## config.mk

```make
export PLATFORM = sky130hd
export DESIGN_NAME = mandelbrot_pixel_sink
export DESIGN_NICKNAME = d
export VERILOG_FILES = /design/src/rtl/mandelbrot_pkg.sv /design/src/rtl/mandelbrot_sync_fifo.sv /design/src/rtl/mandelbrot_pixel_sink.sv
export SDC_FILE = /design/constraint.sdc
export NUM_CORES = 1
export LEC_CHECK = 0
export CELL_PAD_IN_SITES_DETAIL_PLACEMENT = 1
export CELL_PAD_IN_SITES_GLOBAL_PLACEMENT = 1
export CORE_ASPECT_RATIO = 0.8
export CORE_MARGIN = 8
export CORE_UTILIZATION = 35
export DETAILED_ROUTE_END_ITERATION = 6
export PLACE_DENSITY_LB_ADDON = 0.1
export SLEW_MARGIN = 10
export SYNTH_ARGS = -nofsm -noshare
export SYNTH_HDL_FRONTEND = slang
export SYNTH_SLANG_ARGS = --single-unit
```

## constraint.sdc

```tcl
create_clock -name clk -period 2.7 [get_ports clk]
set_clock_uncertainty 0.2 [all_clocks]
set_input_delay 0.54 -clock clk [delete_from_list [all_inputs] [get_ports clk]]
set_output_delay 0.54 -clock clk [all_outputs]
set_load 0.01 [all_outputs]
```

## src/rtl/mandelbrot_pkg.sv

```systemverilog
// mandelbrot_pkg: shared geometry defaults, FSM states and FIFO entry layout for the pixel sink
package mandelbrot_pkg;
  localparam int H_PIXELS_DEF = 640;
  localparam int V_PIXELS_DEF = 480;
  localparam int PIX_W = 4;
  typedef enum logic [1:0] {IDLE, ACTIVE, DRAIN} state_t;
  typedef struct packed {
    logic       sof;
    logic       eol;
    logic [7:0] data;
  } fifo_entry_t;
endpackage

```

## src/rtl/mandelbrot_sync_fifo.sv

```systemverilog
// mandelbrot_sync_fifo: first-word-fall-through FIFO over registered storage; full pushes are dropped
module mandelbrot_sync_fifo #(
  parameter int W = 10,
  parameter int DEPTH = 8,
  localparam int AW = $clog2(DEPTH),
  localparam int CW = AW + 1
) (
  input  logic          clk,
  input  logic          reset,
  input  logic          clear,
  input  logic          push,
  input  logic          pop,
  input  logic [W-1:0]  din,
  output logic [W-1:0]  dout,
  output logic          full,
  output logic          empty,
  output logic [CW-1:0] count
);
  logic [W-1:0] r_mem [DEPTH];
  logic [AW-1:0] r_wr, r_rd;
  logic [CW-1:0] r_count;
  logic w_wr, w_rd;
  assign full = r_count == CW'(DEPTH);
  assign empty = r_count == '0;
  assign count = r_count;
  assign dout = r_mem[r_rd];
  assign w_wr = push & ~full;
  assign w_rd = pop & ~empty;
  always_ff @(posedge clk) begin
    if (reset || clear) begin
      r_wr <= '0;
      r_rd <= '0;
      r_count <= '0;
    end else begin
      if (w_wr) r_wr <= r_wr + 1'b1;
      if (w_rd) r_rd <= r_rd + 1'b1;
      r_count <= r_count + CW'(w_wr) - CW'(w_rd);
    end
  end
  always_ff @(posedge clk)
    if (w_wr) r_mem[r_wr] <= din;
endmodule

```

## src/rtl/mandelbrot_pixel_sink.sv

```systemverilog
// mandelbrot_pixel_sink: packs the raster stream of 4-bit counts two per byte and serves them
// through a FIFO on a valid/ready port; the source is never stalled, overruns only set overflow.
module mandelbrot_pixel_sink
  import mandelbrot_pkg::*;
#(
  parameter int H_PIXELS = H_PIXELS_DEF,
  parameter int V_PIXELS = V_PIXELS_DEF,
  parameter int FIFO_DEPTH = 8
) (
  input  logic             clk,
  input  logic             reset,
  input  logic             start,
  input  logic             pix_valid,
  input  logic [PIX_W-1:0] pix_data,
  output logic [7:0]       out_data,
  output logic             out_sof,
  output logic             out_eol,
  output logic             out_valid,
  input  logic             out_ready,
  output logic             busy,
  output logic             overflow,
  output logic             frame_done
);
  localparam int XW = $clog2(H_PIXELS);
  localparam int YW = $clog2(V_PIXELS);
  localparam int CW = $clog2(FIFO_DEPTH) + 1;
  localparam logic [XW-1:0] X_LAST = XW'(H_PIXELS - 1);
  localparam logic [YW-1:0] Y_LAST = YW'(V_PIXELS - 1);
  state_t r_state, w_next;
  logic [XW-1:0] r_x;
  logic [YW-1:0] r_y;
  logic [PIX_W-1:0] r_held;
  logic r_overflow, r_frame_done;
  fifo_entry_t w_din, w_dout;
  logic [CW-1:0] w_count;
  logic w_full, w_empty, w_push, w_pop, w_clear, w_take, w_x_last, w_y_last, w_last_pop;
  always_ff @(posedge clk)
    r_state <= reset ? IDLE : w_next;
  always_comb begin
    w_next = r_state;
    w_next = (r_state == IDLE && start) ? ACTIVE :
             (w_take && w_x_last && w_y_last) ? DRAIN :
             (r_state == DRAIN && w_last_pop) ? IDLE : r_state;
  end
  always_comb begin
    w_clear = r_state == IDLE && start;
    w_take = r_state == ACTIVE && pix_valid;
    w_push = w_take && r_x[0];
    busy = r_state != IDLE;
  end
  assign w_x_last = r_x == X_LAST;
  assign w_y_last = r_y == Y_LAST;
  assign w_pop = out_valid & out_ready;
  assign w_last_pop = w_pop && w_count == CW'(1);
  assign w_din = '{sof: r_x == XW'(1) && r_y == '0, eol: w_x_last, data: {pix_data, r_held}};
  always_ff @(posedge clk) begin
    if (reset) begin
      r_x <= '0;
      r_y <= '0;
      r_held <= '0;
      r_overflow <= 1'b0;
      r_frame_done <= 1'b0;
    end else begin
      r_frame_done <= r_state == DRAIN && w_last_pop;
      if (w_clear) begin
        r_x <= '0;
        r_y <= '0;
        r_held <= '0;
        r_overflow <= 1'b0;
      end else if (w_take) begin
        r_x <= w_x_last ? '0 : r_x + 1'b1;
        if (w_x_last) r_y <= w_y_last ? '0 : r_y + 1'b1;
        if (!r_x[0]) r_held <= pix_data;
        // geometry keeps advancing on a dropped byte so later bytes stay aligned
        if (w_push && w_full) r_overflow <= 1'b1;
      end
    end
  end
  mandelbrot_sync_fifo #(.W($bits(fifo_entry_t)), .DEPTH(FIFO_DEPTH)) u_fifo (
    .clk(clk),
    .reset(reset),
    .clear(w_clear),
    .push(w_push),
    .pop(w_pop),
    .din(w_din),
    .dout(w_dout),
    .full(w_full),
    .empty(w_empty),
    .count(w_count)
  );
  assign out_valid = ~w_empty;
  assign out_data = out_valid ? w_dout.data : '0;
  assign out_sof = out_valid ? w_dout.sof : 1'b0;
  assign out_eol = out_valid ? w_dout.eol : 1'b0;
  assign overflow = r_overflow;
  assign frame_done = r_frame_done;
endmodule

```

### Word level (Yosys, flattened, before mapping)

Memory sizes are Yosys's and may differ from the RTL's. A register that Yosys moved wholly into a read port is not among the register bits.
Index checks and enable logic that the tools add are counted.

| cells by class | value |
|---|---|
| add/sub/neg operators | 6 |
| eq/ne operators | 7 |
| muxes and demuxes | 12 |
| bitwise gates (word level) | 6 |
| reductions and logical operators | 20 |

Operators by type and width:

| kind | number |
|---|---|
| $add 10x1->10 const B | 1 |
| $eq 10x1->1 const B | 1 |
| $eq 10x10->1 const B | 1 |
| $mux 10 | 1 |
| $add 9x1->9 const B | 1 |
| $eq 9x9->1 const B | 1 |
| $logic_and 1x1->1 | 9 |
| $logic_not 9->1 | 1 |
| $mux 9 | 1 |
| $mux 8 | 1 |
| $add 3x1->3 const B | 2 |
| $mux 3 | 2 |
| $reduce_and 2->1 | 3 |
| $mux 1 | 5 |
| $add 4x1->4 | 1 |
| $eq 4x1->1 const B | 1 |
| $eq 4x4->1 const B | 1 |
| $logic_not 4->1 | 1 |
| $mux 2 | 2 |
| $reduce_bool 2->1 | 2 |
| $sub 4x1->4 | 1 |
| $and 1x1->1 | 3 |
| $not 1->1 | 3 |
| $reduce_bool 3->1 | 1 |
| other kinds (5) | 5 |

| word-level totals | value |
|---|---|
| bits in registers | 37 |
| bits in writable memories | 80 |
| output and inout bits | 14 |
| word-level logic and storage cells | 62 |
| memories | 1 |

Memory list:

| name | words | width | read ports | clocked after Yosys merged registers in | write ports | RTL line | source |
|---|---|---|---|---|---|---|---|
| u_fifo.r_mem | 8 | 10 | 1 | 1 | 1 | mandelbrot_sync_fifo.sv:19 | `logic [W-1:0] r_mem [DEPTH];` |

### Logic depth before layout (Yosys ltp)

| logic depth | value |
|---|---|
| word-level depth | 8 |
| mapped depth | 11 |
| depth with buffers taken out | 11 |

### Cells and area by module

From an unflattened synthesis, not the netlist that was laid out.

| second synthesis, totals | value |
|---|---|
| cells, all modules | 365 |
| area total of the unflattened synthesis | 5143.7 um^2 |

By module, submodules not included:

| module | times used | cells each | area an instance (um^2) |
|---|---|---|---|
| mandelbrot_sync_fifo | 1 | 196 | 3792.4 |
| mandelbrot_pixel_sink | 1 | 169 | 1351.3 |

### Worst setup path before layout

Ideal clock, no wire load.

| timing | value |
|---|---|
| kind | in2reg |
| start | in pix_valid |
| end | mem u_fifo.r_mem[0][0] (enable) |
| arrival | 2.073 ns |
| required time | 2.096 ns |
| setup slack | 0.023 ns |
| stages on the path | 4 |
| path buffers | 1 |
| path through | and4b_1 clkbuf_1 nand2_1 nor4_1 |

| between the ends | value |
|---|---|
| cells in the longest elaborated chain, start to end | 5 |

RTL lines:

| item | RTL line | source |
|---|---|---|
| from (decl) | mandelbrot_pixel_sink.sv:13 | `input logic pix_valid,` |
| $logic_and 1x1->1 | mandelbrot_pixel_sink.sv:47 | `w_take = r_state == ACTIVE && pix_valid;` |
| $logic_and 1x1->1 | mandelbrot_pixel_sink.sv:48 | `w_push = w_take && r_x[0];` |
| $and 1x1->1 | mandelbrot_sync_fifo.sv:27 | `assign w_wr = push & ~full;` |
| $mux 1 | mandelbrot_sync_fifo.sv:41 | `if (w_wr) r_mem[r_wr] <= din;` |
| $mux 1 (implied by the code) | mandelbrot_sync_fifo.sv:41 |  |
| to (decl) | mandelbrot_sync_fifo.sv:19 |  |

Every way passes these cells.

==> flow_metrics.env <==
export IMPL_outcome="completed"
export IMPL_post_synth_fa_ha_maj_area_fraction=0.03155
export IMPL_cts_num_sinks=120
export IMPL_hpwlAfterDp_um=7760
export IMPL_syn_instance_count=357
export IMPL_yosysWarnings=0
export IMPL_num_antenna_cells=0
export IMPL_rr_startpoint="r_x[0]$_SDFFE_PP0N_"
export IMPL_power_leakage_nw=2.164
export IMPL_post_synth_main_area_contributors="sky130_fd_sc_hd__edfxtp_1 48%, sky130_fd_sc_hd__dfxtp_1 16%, sky130_fd_sc_hd__mux4_2 9.0%, sky130_fd_sc_hd__nor2_1 2.9%, sky130_fd_sc_hd__ha_1 2.8%"
export IMPL_fin_crit_ns=2.647
export IMPL_worst_setup_hold_path_clk_slew_ns=0.05
export IMPL_synth_top_cells_by_count="80 x sky130_fd_sc_hd__edfxtp_1, 40 x sky130_fd_sc_hd__dfxtp_1, 39 x sky130_fd_sc_hd__nor2_1, 20 x sky130_fd_sc_hd__mux4_2, 18 x sky130_fd_sc_hd__nand2_1"
export IMPL_min_delay_path_class="flip-flop to flip-flop"
export IMPL_whs_ns=0.2724
export IMPL_cp_required_ns=1.96
export IMPL_criticalPathCategory="flip-flop to output port"
export IMPL_place_inst=577
export IMPL_power_frac_comb=0.137
export IMPL_critPathBufInv=3
export IMPL_internal_power_summed_over_all_cells_mw=3.781
export IMPL_dieArea_mm2=0.01838
export IMPL_synthMostInstantiatedCell="sky130_fd_sc_hd__edfxtp_1"
export IMPL_core_region_area_mm2=0.01410
export IMPL_pin_count_of_the_biggest_net_entering_global_routing=21
export IMPL_global_route_overflow_total=0
export IMPL_timing_worst_slew_pin_value_ns=0.4326
export IMPL_synth_enable_flop_cells=80
export IMPL_globalRouteTotalUtil=0.1389
export IMPL_fp_dieH_um=122.9
export IMPL_switching_share=0.2288
export IMPL_final_util=0.4423
export IMPL_vias=3112
export IMPL_antenna_found_initial=0
export IMPL_max_clock_path_buffers=2
export IMPL_gp_congestion=0.7518
export IMPL_switching_power_mw=1.122
export IMPL_critPathMaxStageDelay_ns=0.47
export IMPL_synth_async_sr_flop_share=0
export IMPL_maximum_operating_frequency_mhz=377.7
export IMPL_htree_num_levels=4
export IMPL_synthesis_area_mm2=0.004997
export IMPL_synth_cell_types=49
export IMPL_ctsHoldBuffers=0
export IMPL_relative_area_change_from_synthesis_to_final_layout_pct=24.81
export IMPL_critPathTopFamily="multiplexers"
export IMPL_syn_area_per_cell_um2=14.00
export IMPL_synth_top_family_by_area="simple AND/OR/NAND/NOR gates"
export IMPL_hold_path_end="overflow$_SDFFE_PP0P_"
export IMPL_post_dp_cell_area_mm2=0.005622
export IMPL_portBuffers=22
export IMPL_post_route_cells_drive_above_1_share=0.2354
export IMPL_drt_antenna_violating_nets=0
export IMPL_synth_compound_area_share=0.04106
export IMPL_cp_start_kind="flip-flop"
export IMPL_seq_power_share=0.411
export IMPL_critical_path_cell_chain="buf_16, buf_6, mux4_2, mux2i_1, nor2_1, buf_2"
export IMPL_vdd_drop_max_mv=0.4621
export IMPL_finalCritPeriodShare=0.9805
export IMPL_first_global_vias=3307
export IMPL_grt_first_pass_wirelength_um=18750
export IMPL_fp_dieW_um=149.6
export IMPL_timing_critical_path_to_type="output port"
export IMPL_dr_first_iter_drc_count=233
export IMPL_reg2reg_setup_slack_ns=0.36
export IMPL_detail_route_wl_per_cell_um=19.26
export IMPL_yosysTopAreaCellShare=0.4807
export IMPL_max_slew_margin_rel=0.7090
export IMPL_cts_made_buffers=17
export IMPL_synthMuxAreaShare=0.1122
export IMPL_io_pins=23
export IMPL_firstDrtPassIters=4
export IMPL_crit_arrival_ns=1.91
export IMPL_cts_root_buffer="sky130_fd_sc_hd__clkbuf_16"
export IMPL_non_filler_instance_count_after_layout=613
export IMPL_row_count=39
export IMPL_slowest_stage="sky130_fd_sc_hd__mux4_2"
export IMPL_regToRegEndpoint="r_y[3]$_SDFFE_PP0P_"
export IMPL_drv_cap=0
export IMPL_synth_top_flop_cell="sky130_fd_sc_hd__edfxtp_1"
export IMPL_rsz0062_at_grt="true"
export IMPL_layout_net_count=437
export IMPL_synth_simple_area_share=0.1287
export IMPL_tritoncts="done"
export IMPL_clock_power_share=0.452
export IMPL_start_util=0.3544
export IMPL_timing_final_max_slew_violations=0
export IMPL_syn_num_nets=378
export IMPL_power_density_cells_mw_per_mm2=786.0
export IMPL_fin_area_mm2=0.006237
export IMPL_timing_critical_path_fanout_max=7
export IMPL_number_of_synthesized_register_bits=120
export IMPL_avg_vias_per_cell=5.077
export IMPL_synth_area_in_xor_xnor=0.02454
export IMPL_totalNegativeSetupSlack_ns=0
export IMPL_drc=0
export IMPL_worst_r2r_path_depth=5
export IMPL_worst_hold_path_num_cells=2
export IMPL_number_of_failing_setup_endpoints_in_the_final_timing_report=0
export IMPL_clock_insertion_delay_worst_skew_ns=0.41
export IMPL_report_final_hold_viol_count=0
export IMPL_synth_sequential_area_ratio=0.6410
export IMPL_hold_path_startpoint="overflow$_SDFFE_PP0P_"
export IMPL_routed_wl_um=11810
export IMPL_synth_largest_area_cell="sky130_fd_sc_hd__edfxtp_1"
[sequential cells by signal (all words and copies together), names as in the netlist, named ones only]
| register | count |
|---|---|
| u_fifo.r_mem | 80 |
| r_state | 2 |
| u_fifo.count | 4 |
| u_fifo.r_rd | 3 |
| r_x | 10 |
| r_held | 4 |
| r_y | 9 |
| frame_done | 1 |
| u_fifo.r_wr | 3 |
| overflow | 1 |
[what timing repair did]
item	4_1_cts	5_1_grt
setup endpoints to repair	11	8
pin swaps	0	1
resized for setup	38	7
gates cloned	1	0
buffers inserted	2	1
[area by class of cell]
class | instances | area (um^2)
Sequential cell | 120 | 3207
Multi-Input combinational cell | 212 | 1698
Tap cell | 184 | 230.2
Timing Repair Buffer | 53 | 474.2
Inverter | 12 | 45.04
Fill cell | 1416 | 7865
Clock buffer | 23 | 457.9
Clock inverter | 9 | 125.1
[routing by layer]
metal,global-route usage,vias to the layer above,routed length (um)
met5,0,-,0
met4,0.04531,0,116
met3,0.04495,11,371
met2,0.2143,37,5476
met1,0.1821,1586,5844
li1,-,1478,-
[worst register-to-register path: stages, from the launching register on]
cell and delay, ns:
sky130_fd_sc_hd__dfxtp_1 0.54, sky130_fd_sc_hd__ha_1 0.25, sky130_fd_sc_hd__nand4b_1 0.13, sky130_fd_sc_hd__or4_4 0.58
sky130_fd_sc_hd__or4_1 0.49, sky130_fd_sc_hd__o21ai_1 0.09
[worst max path at each step]
stage                    from                           end  slack [ns]  cells past startpoint
floorplan           pix_valid  u_fifo.r_mem[0][0]$_DFFE_PP_        0.02                      4
global placement    pix_valid           r_y[3]$_SDFFE_PP0P_        0.04                      5
detailed placement  pix_valid           r_y[3]$_SDFFE_PP0P_        0.03                      5
CTS                 flip-flop                   out_data[7]      -0.008                      6
global route        flip-flop                   out_data[6]       -0.05                      6
finish              flip-flop                   out_data[7]        0.05                      6
[power by group through the flow]
stage	combinational [mW]	clock [mW]	sequential, mW
3_5_place_dp	0.674	0	2.04
6_report	0.671	2.22	2.01
5_1_grt	0.740	2.35	2.02
2_1_floorplan	0.381	0	2.03
3_3_place_gp	0.664	0	2.04
4_1_cts	0.700	2.28	2.01
[metrics by stage]
stage	total power, mW	worst slack, ns
finish	4.902	0.05255
floorplan	2.411	0.02311
global placement	2.706	0.04417
CTS	4.991	-0.008229
detailed placement	2.717	0.03465
global route	5.105	-0.05168
[kinds of logic after synthesis]
logic type,Yosys count
simple gates,120
xor+xnor,14
mux,31
compound gates,35
buf+inv,25
flops,120
fa+ha+maj,12
[layout by cell type (no fill, tap or decap), types with 3 or more instances in the layout]
cell type and n:
sky130_fd_sc_hd__clkdlybuf4s50_1 11, sky130_fd_sc_hd__dfxtp_1 39, sky130_fd_sc_hd__and4b_1 3, sky130_fd_sc_hd__clkbuf_16 17, sky130_fd_sc_hd__edfxtp_1 80, sky130_fd_sc_hd__ha_1 11
sky130_fd_sc_hd__buf_12 3, sky130_fd_sc_hd__nor4_1 3, sky130_fd_sc_hd__inv_1 12, sky130_fd_sc_hd__clkbuf_2 4, sky130_fd_sc_hd__bufinv_16 3, sky130_fd_sc_hd__nor2_1 39
sky130_fd_sc_hd__nand4_1 7, sky130_fd_sc_hd__xnor2_1 3, sky130_fd_sc_hd__xor2_1 11, sky130_fd_sc_hd__clkbuf_1 5, sky130_fd_sc_hd__mux4_2 20, sky130_fd_sc_hd__clkinv_2 3
sky130_fd_sc_hd__buf_4 25, sky130_fd_sc_hd__buf_2 6, sky130_fd_sc_hd__nand3_1 13, sky130_fd_sc_hd__a21oi_1 14, sky130_fd_sc_hd__mux2i_1 11, sky130_fd_sc_hd__nand2_1 18
sky130_fd_sc_hd__nor3_1 7, sky130_fd_sc_hd__or4_1 3, sky130_fd_sc_hd__o21ai_0 11
No activity file was read; power rests on OpenSTA's default activity.
